===== config.mk =====
export PLATFORM = sky130hd
export DESIGN_NAME = ram_stream_reader
export DESIGN_NICKNAME = d
export VERILOG_FILES = /design/src/rtl/ram_stream_reader.sv
export SDC_FILE = /design/constraint.sdc
export NUM_CORES = 1
export LEC_CHECK = 0
export ABC_AREA = 0
export CAP_MARGIN = 25
export CORE_ASPECT_RATIO = 1.2
export CORE_MARGIN = 3
export CORE_UTILIZATION = 51
export CTS_CLUSTER_DIAMETER = 100
export DETAILED_ROUTE_END_ITERATION = 8
export GPL_TIMING_DRIVEN = 0
export PLACE_DENSITY = 0.8
export SLEW_MARGIN = 5
export SYNTH_ARGS = -nofsm -noshare
export SYNTH_HDL_FRONTEND = slang
export SYNTH_SLANG_ARGS = --single-unit

===== constraint.sdc =====
create_clock -name clock_i -period 2.75 [get_ports clock_i]
set_input_delay 0.55 -clock clock_i [delete_from_list [all_inputs] [get_ports clock_i]]
set_output_delay 0.55 -clock clock_i [all_outputs]
set_load 0.1 [all_outputs]

===== src/rtl/ram_stream_reader.sv =====
// Streams a circular run of RAM words out through a 2-deep buffer; first beat 3 cycles after start.
// Reads are throttled so buffered plus in-flight words never exceed 2; valid_o holds data until ready_i.

module stream_fifo #(
  parameter int WIDTH = 8,
  parameter int DEPTH = 2
) (
  input  logic                       clock_i,
  input  logic                       reset_i,
  input  logic                       push,
  input  logic [WIDTH-1:0]           push_dat,
  input  logic                       pop,
  output logic [WIDTH-1:0]           head_dat,
  output logic [$clog2(DEPTH+1)-1:0] count
);
  localparam int PtrWidth = (DEPTH > 1) ? $clog2(DEPTH) : 1;

  logic [WIDTH-1:0]    mem_q [DEPTH];
  logic [PtrWidth-1:0] wr_ptr_q;
  logic [PtrWidth-1:0] rd_ptr_q;

  function automatic logic [PtrWidth-1:0] next_ptr(input logic [PtrWidth-1:0] ptr);
    return (ptr == PtrWidth'(DEPTH - 1)) ? '0 : ptr + 1'b1;
  endfunction

  always_ff @(posedge clock_i or posedge reset_i) begin
    if (reset_i) begin
      for (int i = 0; i < DEPTH; i++) mem_q[i] <= '0;
      wr_ptr_q <= '0;
      rd_ptr_q <= '0;
      count    <= '0;
    end else begin
      if (push) begin
        mem_q[wr_ptr_q] <= push_dat;
        wr_ptr_q        <= next_ptr(wr_ptr_q);
      end
      if (pop) rd_ptr_q <= next_ptr(rd_ptr_q);
      if (push && !pop) count <= count + 1'b1;
      else if (pop && !push) count <= count - 1'b1;
    end
  end

  assign head_dat = mem_q[rd_ptr_q];
endmodule

module ram_stream_reader #(
  parameter int ITEM_COUNT = 800,
  parameter int DATA_WIDTH = 8,
  localparam int AddressWidth = $clog2(ITEM_COUNT),
  localparam int LengthWidth  = $clog2(ITEM_COUNT + 1)
) (
  input  logic                    clock_i,
  input  logic                    reset_i,
  input  logic                    start_i,
  input  logic [AddressWidth-1:0] start_address_i,
  input  logic [LengthWidth-1:0]  length_i,
  output logic                    busy_o,
  output logic                    done_o,
  output logic                    ram_read_enable_o,
  output logic [AddressWidth-1:0] ram_read_address_o,
  input  logic [DATA_WIDTH-1:0]   ram_read_data_i,
  output logic [DATA_WIDTH-1:0]   data_o,
  output logic                    valid_o,
  input  logic                    ready_i,
  output logic                    last_o
);
  typedef enum logic [1:0] {IDLE, READ, DRAIN} state_t;

  typedef struct packed {
    logic                  last;
    logic [DATA_WIDTH-1:0] data;
  } beat_t;

  state_t                  state_q, state_d;
  logic [AddressWidth-1:0] address_q;
  logic [LengthWidth-1:0]  remaining_q;
  logic [LengthWidth-1:0]  clamped_length;
  logic                    inflight_q;
  logic                    inflight_last_q;
  logic                    run_end_q;
  logic                    accept;
  logic                    accept_run;
  logic                    issue;
  logic                    final_read;
  logic                    pop;
  logic [1:0]              fifo_count;
  logic [2:0]              occupancy;
  beat_t                   push_beat;
  beat_t                   head_beat;

  assign clamped_length = (length_i > LengthWidth'(ITEM_COUNT)) ? LengthWidth'(ITEM_COUNT) : length_i;
  assign accept         = (state_q == IDLE) && start_i;
  assign accept_run     = accept && (clamped_length != '0);

  assign valid_o = (fifo_count != 2'd0);
  assign pop     = valid_o && ready_i;
  assign data_o  = head_beat.data;
  assign last_o  = valid_o && head_beat.last;

  // Words already buffered or coming back from the RAM, less the one leaving this cycle.
  assign occupancy  = 3'(fifo_count) + 3'(inflight_q) - 3'(pop);
  assign issue      = (state_q == READ) && (occupancy < 3'd2);
  assign final_read = issue && (remaining_q == LengthWidth'(1));

  assign ram_read_enable_o  = issue;
  assign ram_read_address_o = address_q;
  assign push_beat          = {inflight_last_q, ram_read_data_i};

  always_ff @(posedge clock_i or posedge reset_i) begin
    if (reset_i) state_q <= IDLE;
    else         state_q <= state_d;
  end

  always_comb begin
    state_d = state_q;
    unique case (state_q)
      IDLE:    if (accept_run) state_d = READ;
      READ:    if (final_read) state_d = DRAIN;
      DRAIN:   if (pop && head_beat.last) state_d = IDLE;
      default: state_d = IDLE;
    endcase
  end

  always_ff @(posedge clock_i or posedge reset_i) begin
    if (reset_i) begin
      address_q       <= '0;
      remaining_q     <= '0;
      inflight_q      <= 1'b0;
      inflight_last_q <= 1'b0;
      run_end_q       <= 1'b0;
      busy_o          <= 1'b0;
      done_o          <= 1'b0;
    end else begin
      inflight_q      <= issue;
      inflight_last_q <= final_read;
      run_end_q       <= (state_q == DRAIN) && pop && head_beat.last;
      done_o          <= run_end_q || (accept && (clamped_length == '0));
      if (accept_run) begin
        address_q   <= start_address_i;
        remaining_q <= clamped_length;
      end else if (issue) begin
        address_q   <= (address_q == AddressWidth'(ITEM_COUNT - 1)) ? '0 : address_q + 1'b1;
        remaining_q <= remaining_q - 1'b1;
      end
      // A start taken in the same cycle the previous run retires keeps busy asserted.
      if (accept_run)     busy_o <= 1'b1;
      else if (run_end_q) busy_o <= 1'b0;
    end
  end

  stream_fifo #(
    .WIDTH($bits(beat_t)),
    .DEPTH(2)
  ) u_out_fifo (
    .clock_i  (clock_i),
    .reset_i  (reset_i),
    .push     (inflight_q),
    .push_dat (push_beat),
    .pop      (pop),
    .head_dat (head_beat),
    .count    (fifo_count)
  );
endmodule


After elaboration in Yosys (flattened, before gate mapping). Cells that the tools add are included. W data, S select, Z words.

Input bits: 32. Logic and storage cells: 81. Flip-flop bits (word level): 49. Bits in read-only memories: 0. Memories kept: 0. Latch bits: 0. Memory bits (writable): 0.

Order comparisons: 5. Divide/modulo/power cells: 0. Shift-type cells: 0. Add/sub/neg operators: 8. Multipliers: 0. Reduce and logical (&&, ||, !) cells: 24. Mux-type cells: 22. Bitwise operators: 2. Equality and inequality tests: 7.

Operators by type and width (count): $mux W10 (6); $mux W9 (4); $bwmux W18 (1); $logic_and A1 B1 Y1 (13); $add A10 B1 Y10 const B (1); $eq A10 B1 Y1 const B (1); $eq A10 B10 Y1 const B (1); $gt A10 B10 Y1 const B (1); $logic_not A10 Y1 (1); $mux W2 (5); $reduce_bool A10 Y1 (1); $sub A10 B1 Y10 const B (1); $demux W9 S1 (1); $reduce_bool A2 Y1 (4); $ne A2 B2 Y1 const B (3); $pmux W2 S3 (1); $ge A2 B2 Y1 const B (2); $mux W1 (4); $not A1 Y2 (2); $add A2 B1 Y3 (1); $lt A3 B2 Y1 const B (1); $reduce_and A3 Y1 (1); $sub A3 B1 Y3 (1); $add A1 B1 Y1 const B (2); 8 further kinds (9).

Logic depth before layout (Yosys ltp). Gate-level depths: netlist (run 1).

Depth in word-level cells: 8. Depth in mapped cells: 13.

Hierarchy. A second synthesis (run 1) with hierarchy kept.

Cells, all modules: 241. Area total of the unflattened synthesis: 2610.0 um^2.

By module, submodules not included: ram_stream_reader (cells each 179, area an instance 1625.3 um^2, instances 1); stream_fifo (cells each 62, area an instance 984.7 um^2, instances 1).

Least setup slack after synthesis (run 1). Ideal clock, no wire load.

Kind: register to register. From: register u_out_fifo.count[1]. To: register remaining_q[4]. Slack: -1.375 ns. Required time: 2.619 ns. Stages on the path, launching flop included: 14. Arrival: 3.993 ns. Cells stage by stage: dfrtp_1 nor2_1 inv_1 nand2_1 nor2_1 o21ai_0 fa_1 xnor2_1 nand3_1 inv_1 clkbuf_1 nand3_1 nand3_1 o211ai_1.

Longest elaborated chain between the ends: 6.

Ends and longest elaborated chain: start: declaration (RTL line 14) `output logic [$clog2(DEPTH+1)-1:0] count`; start signal: assignment (RTL line 38) `if (push && !pop) count <= count + 1'b1;`; start signal: assignment (RTL line 39) `else if (pop && !push) count <= count - 1'b1;`; $reduce_bool A2 Y1 (RTL line 95) `assign valid_o = (fifo_count != 2'd0);`; net valid_o (RTL line 63) `output logic valid_o,`; $logic_and A1 B1 Y1 (RTL line 96) `assign pop = valid_o && ready_i;`; $sub A3 B1 Y3 (RTL line 101) `assign occupancy = 3'(fifo_count) + 3'(inflight_q) - 3'(pop);`; $lt A3 B2 Y1 (RTL line 102) `assign issue = (state_q == READ) && (occupancy < 3'd2);`; $logic_and A1 B1 Y1 (RTL line 102); net ram_read_enable_o (RTL line 59) `output logic ram_read_enable_o,`; $reduce_bool A2 Y1 (no line); end signal: assignment (RTL line 140) `remaining_q <= clamped_length;`; end signal: assignment (RTL line 143) `remaining_q <= remaining_q - 1'b1;`; end: declaration (RTL line 76) `logic [LengthWidth-1:0] remaining_q;`.

The timed path passes the listed nets, and every way through them passes these cells. A chain may end at the register's enable or synchronous reset.

Worst setup path in the final report (run 1).
From: input port ready_i. To: output port ram_read_enable_o.

Longest elaborated chain between the ends: 4.

Ends and longest elaborated chain: start: declaration (RTL line 64) `input logic ready_i,`; $logic_and A1 B1 Y1 (RTL line 96); $sub A3 B1 Y3 (RTL line 101); $lt A3 B2 Y1 (RTL line 102); $logic_and A1 B1 Y1 (RTL line 102); end: declaration (RTL line 59).

Every way passes these cells.

==> impl_metrics.json, run 1 <==
{
  "fmaxAchievable_mhz": 366,
  "worst_setup_path_start_kind": "primary input",
  "post_drt_via_cell_ratio": 5.66,
  "path_clk_slew_ps": 90,
  "cts_buffers": 5,
  "floorplan.initialDensity": 0.541,
  "clock_sinks": 49,
  "rsz0062_at_grt": "true",
  "die_area_um2": 5900,
  "finalNetCount": 347,
  "die_h_um": 83.6,
  "outcome": "finished, final reports clean",
  "rows": 27,
  "worstSkewPairLatency_ps": 300,
  "grt_pass1_vias": 2146,
  "die_w_um": 70.6,
  "hp-class": "reg2reg",
  "hold_viol_final": 0,
  "ant_nets": 0,
  "ys_ff_latch": 49,
  "relSlewSlack": 0.341,
  "numPortBuffers": 54,
  "synth_edf_count": 0,
  "via_count": 2089,
  "clockBufferDepth": 2,
  "grt_max_degree": 38,
  "ys.flop_type": "dfrtp_1",
  "end_kind": "output pin",
  "worst_slew_pin_slew_ps": 986,
  "n_antenna_cell": 0,
  "critPathMaxFanout": 12,
  "drc": 0,
  "yosysUniqueCellTypes": 50,
  "yosysSeqAreaShare": 0.479,
  "drive_gt1_frac": 0.257,
  "grt_use_total": 0.205,
  "avgSynthCellArea_um2": 10.5,
  "postCtsHoldBufs": 0,
  "cts.htree.levels": 2,
  "synth_fp_nets": 280,
  "cp_slowest_cell": "fa_2",
  "syn_area_um2": 2560,
  "fp.coreArea_um2": 4730,
  "synthToLayoutAreaGrowth_pct": 34.6,
  "fin_crit_ps": 2730,
  "postSynth.asyncResetShare": 1.00,
  "setup_viol": 0,
  "cp.required_ps": 2200,
  "globalplace.congestion": 0.830,
  "synth_cells": 243,
  "cap_violations": 0,
  "tritoncts": "done",
  "whs_ps": 482,
  "gr-total-overflow": 0,
  "wl_per_cell_um": 16.1,
  "grt_pass1_wl_mm": 9.92,
  "worstSetupPathType": "in2out",
  "dr.pass1.iters": 4,
  "fin_crit_sh": 0.994,
  "final-max-slew-violation-count": 0,
  "slowest_delay_ps": 410,
  "hpwlAfterDp_mm": 4.20,
  "clockRootBuffer": "clkbuf_8",
  "skew_ps": 5.61,
  "totalWireLength_mm": 5.94,
  "arrival_ps": 2180,
  "antenna_found_initial": 0,
  "drt_iter0_markers": 93,
  "cp_cell_sequence": "clkdlybuf4s15_1, nand2_4, nor2_4, o21ai_2, fa_2, xnor2_2, nand3_4, clkinv_8, buf_16",
  "yosysWarnings": 0,
  "io_pins": 55
}
## registers in the layout (all words and copies together), names as in the netlist
register and cells:
busy_o 1, done_o 1, inflight_last_q 1, inflight_q 1
ram_read_address_o 10, remaining_q 10, run_end_q 1, state_q 2
u_out_fifo.count 2, u_out_fifo.mem_q 18, u_out_fifo.rd_ptr_q 1, u_out_fifo.wr_ptr_q 1
## worst paths after layout
check                                    startpoint             endpoint  slack [ps]  cells after the start
worst min register to register            run_end_q               busy_o         480                      1
worst max-delay path                        ready_i    ram_read_enable_o          20                      9
worst min-delay path                      run_end_q               busy_o         480                      1
worst max register to register  u_out_fifo.count[0]           state_q[1]         240                     10
max in group asynchronous                   reset_i  u_out_fifo.count[1]        1740                      3
min in group asynchronous                   reset_i       remaining_q[4]         510                      2
## cells in the mapped netlist, types with 5 or more instances
| master | instances | area share |
|---|---|---|
| xnor2_1 | 5 | 0.017 |
| nor2_1 | 19 | 0.028 |
| nor3_1 | 7 | 0.014 |
| mux2_2 | 26 | 0.11 |
| xor2_1 | 5 | 0.017 |
| nand2_1 | 20 | 0.029 |
| nor4_1 | 6 | 0.015 |
| nand3_1 | 9 | 0.018 |
| o21ai_1 | 12 | 0.023 |
| inv_1 | 8 | 0.012 |
| a21oi_1 | 17 | 0.033 |
| dfrtp_1 | 49 | 0.48 |
## worst max-delay path: cells and delay by family
family,cells,cell delay [ps]
buf+inv,3,560
compound gates,1,70
simple gates,3,340
fa+ha+maj,1,410
xor+xnor,1,240
## layer usage
metal	GRT usage	routed length, um
met5	0	0
met4	0.0923	128
met3	0.0313	246
met2	0.348	3090
met1	0.256	2480
## through the flow
| step | instances | setup TNS [ps] | worst slack, ps | util | area (um^2) |
|---|---|---|---|---|---|
| after floorplan | 243 | -287 | -81.0 | - | 2640 |
| after global placement | 355 | -3010 | -1260 | 0.687 | 3250 |
| after detailed placement | 356 | -3330 | -1250 | 0.691 | 3270 |
| after CTS | 365 | -137 | -137 | 0.719 | 3400 |
| after global routing | 369 | -84.1 | -84.1 | 0.728 | 3440 |
| final | 369 | 0 | 15.9 | 0.728 | 3440 |
## cell families after synthesis
kind of cell               count (synthesis)  synth area share
AOI/OAI and AO/OA                         55             0.150
DFF                                       49             0.479
buffers and inverters                     15            0.0269
and+or+nand+nor                           82             0.164
xor gates and xnor gates                  10            0.0342
adders and majority gates                  5            0.0274
muxes                                     27             0.118
## layout by cell type (no fill, tap or decap), types with 4 or more instances in the layout
cell type         n
xnor2_1           4
mux2_2           26
o21ai_1          12
clkdlybuf4s50_1  43
nor3_1            7
clkbuf_8          5
dfrtp_1          47
nor4_1            4
xor2_1            5
ha_1              4
nand2_1          19
nor2_1           17
nand3_1           8
nand2b_1          4
a21oi_1          17
buf_4             9
clkdlybuf4s15_2   9
inv_1             5
## repair_timing
action,in CTS,in global routing
setup buffers,1,6
pin swaps,0,5
cloned,0,0
gates resized for setup,40,7
setup endpoints to repair,10,2
## final cells by class
| type | instances | area (um^2) |
|---|---|---|
| well taps | 58 | 72.6 |
| fillers | 343 | 1290 |
| flip-flops and latches | 49 | 1230 |
| inverters | 8 | 46.3 |
| clock inverters | 2 | 15.0 |
| multi-input cells | 179 | 1330 |
| plain buffers | 5 | 35.0 |
| clock buffers | 6 | 72.6 |
| repair buffers | 62 | 642 |
Power of run 1 is not shown: default switching activity piles up to over one toggle a cycle in this logic, so the estimate is an artifact.
==> inputs of run 2 (changes only) <==
--- a/config.mk
+++ b/config.mk
@@ -14,6 +14,7 @@
 export DETAILED_ROUTE_END_ITERATION = 8
 export GPL_TIMING_DRIVEN = 0
 export PLACE_DENSITY = 0.8
+export SETUP_SLACK_MARGIN = 0.4
 export SLEW_MARGIN = 5
 export SYNTH_ARGS = -nofsm -noshare
 export SYNTH_HDL_FRONTEND = slang
==> run 2 against run 1 <==
Net effect: final cell count up 2.4%; clock skew about the same; non-clock buffer count grew 9; setup slack got worse by 3.6 ps; first-iteration DRC count is 1.1% lower; sequential cell count unchanged.
==> impl_metrics.json, run 2 (synthesized netlist as in run 1, its figures left out) <==
{
  "max_flop_register": "u_out_fifo.mem_q",
  "drt_iter0_markers": 92,
  "cp.required_ps": 2200,
  "grt_pass1_wl_mm": 9.94,
  "layout_commonest_cell": "dfrtp_1",
  "drive_gt1_frac": 0.319,
  "clockRootBuffer": "clkbuf_8",
  "cpLargestDelayFamily": "adder cells",
  "fmaxAchievable_mhz": 365,
  "end_kind": "output pin",
  "die_h_um": 83.6,
  "antenna_found_initial": 0,
  "grt_use_total": 0.204,
  "crit_top_cell": "nor2_4",
  "path_clk_slew_ps": 90,
  "fin_crit_sh": 0.996,
  "drc": 0,
  "arrival_ps": 2190,
  "cts_buffers": 5,
  "final-max-slew-violation-count": 0,
  "worst_slew_pin_slew_ps": 968,
  "cp_slowest_cell": "fa_2",
  "cts.htree.levels": 2,
  "wl_per_cell_um": 17.0,
  "multiInputGateArea_um2": 1420,
  "worst-path-buf-inv": 4,
  "cp_cell_sequence": "nor2_4, clkinvlp_4, nand2_4, nor2_4, o21ai_2, fa_2, nand3_4, inv_4, clkbuf_16, buf_16",
  "largest_register_ffs": 18,
  "die_area_um2": 5900,
  "io_pins": 55,
  "fillers": 334,
  "floorplan.initialDensity": 0.541,
  "n_antenna_cell": 0,
  "outcome": "finished, final reports clean",
  "fin_crit_ps": 2740,
  "grt_max_degree": 38,
  "whs_ps": 467,
  "tritoncts": "done",
  "rsz0062_at_grt": "true",
  "layout_common_cells": "dfrtp_1, clkdlybuf4s50_1, mux2_2",
  "worstSetupPathType": "reg2out",
  "worst_setup_path_start_kind": "flop",
  "via_count": 2184,
  "ant_nets": 0,
  "slowest_delay_ps": 480,
  "ff_latch_area_um2": 1230,
  "hp-class": "reg2reg",
  "skew_ps": 5.98,
  "post_drt_via_cell_ratio": 5.78,
  "grt_pass1_vias": 2139,
  "dr.pass1.iters": 4,
  "numPortBuffers": 54,
  "globalplace.congestion": 0.816,
  "rows": 27,
  "clockBufferDepth": 2,
  "setup_viol": 0,
  "synthToLayoutAreaGrowth_pct": 40.4,
  "finalNetCount": 356,
  "relSlewSlack": 0.353,
  "totalWireLength_mm": 6.43,
  "critPathMaxFanout": 2,
  "hpwlAfterDp_mm": 4.09,
  "die_w_um": 70.6,
  "worstSkewPairLatency_ps": 300,
  "hold_viol_final": 0,
  "cap_violations": 0,
  "fp.coreArea_um2": 4730,
  "clock_sinks": 49,
  "gr-total-overflow": 0
}
==> run 2: cell count changes in the layout (fill, tap and decap cells not counted), sizes merged <==
cell and delta:
buf +13, clkdlybuf4s50 -12, dlygate4sd2 +12, clkdlybuf4s15 -8
clkbuf +4, clkinv -1, inv +1
==> run 2: cell type report <==
cell class	count	share of cell area
plain buffers	7	0.0244
inverters	8	0.0101
well taps	58	0.0202
repair buffers	69	0.183
flip-flops and latches	49	0.342
clock inverters	2	0.00418
clock buffers	6	0.0202
multi-input cells	179	0.396
==> run 2: final timing paths <==
| path | start | to | slack [ps] | depth (start not counted) |
|---|---|---|---|---|
| max | u_out_fifo.count[0] | ram_read_enable_o | 10 | 10 |
| min | run_end_q | busy_o | 470 | 1 |
| max reg2reg | u_out_fifo.count[0] | ram_read_address_o[8] | 300 | 13 |
| min reg2reg | run_end_q | busy_o | 470 | 1 |
| max in group asynchronous | reset_i | u_out_fifo.count[1] | 1740 | 3 |
| min in group asynchronous | reset_i | u_out_fifo.mem_q[11] | 510 | 2 |
==> run 2: repair_timing <==
item / 4_1_cts / 5_1_grt
setup buffers: 7 / 6
pin swaps: 4 / 19
hold buffers: 0 / 0
endpoints found under the setup margin: 40 / 28
resized for setup: 56 / 42
cloned: 0 / 1
hold endpoints to repair: 0 / 0
==> run 2: per-layer routing <==
| layer | up-vias | share of wire | track usage |
|---|---|---|---|
| met5 | - | 0 | 0 |
| met4 | 0 | 0.010 | 0.0598 |
| met3 | 6 | 0.054 | 0.0422 |
| met2 | 80 | 0.54 | 0.342 |
| met1 | 1069 | 0.40 | 0.264 |
| li1 | 1029 | - | - |
==> run 2: through the flow <==
stage	TNS (ps)	utilization	area [um^2]	setup slack (ps)	instances
6_report	0	0.759	3590	12.3	378
5_1_grt	-98.6	0.759	3590	-98.6	378
4_1_cts	-14.2	0.724	3420	-14.2	371
3_5_place_dp	-3540	0.691	3270	-1280	356
3_3_place_gp	-2940	0.687	3250	-1260	355
2_1_floorplan	-287	-	2640	-81.0	243
Power of run 2 is left out for the same reason.
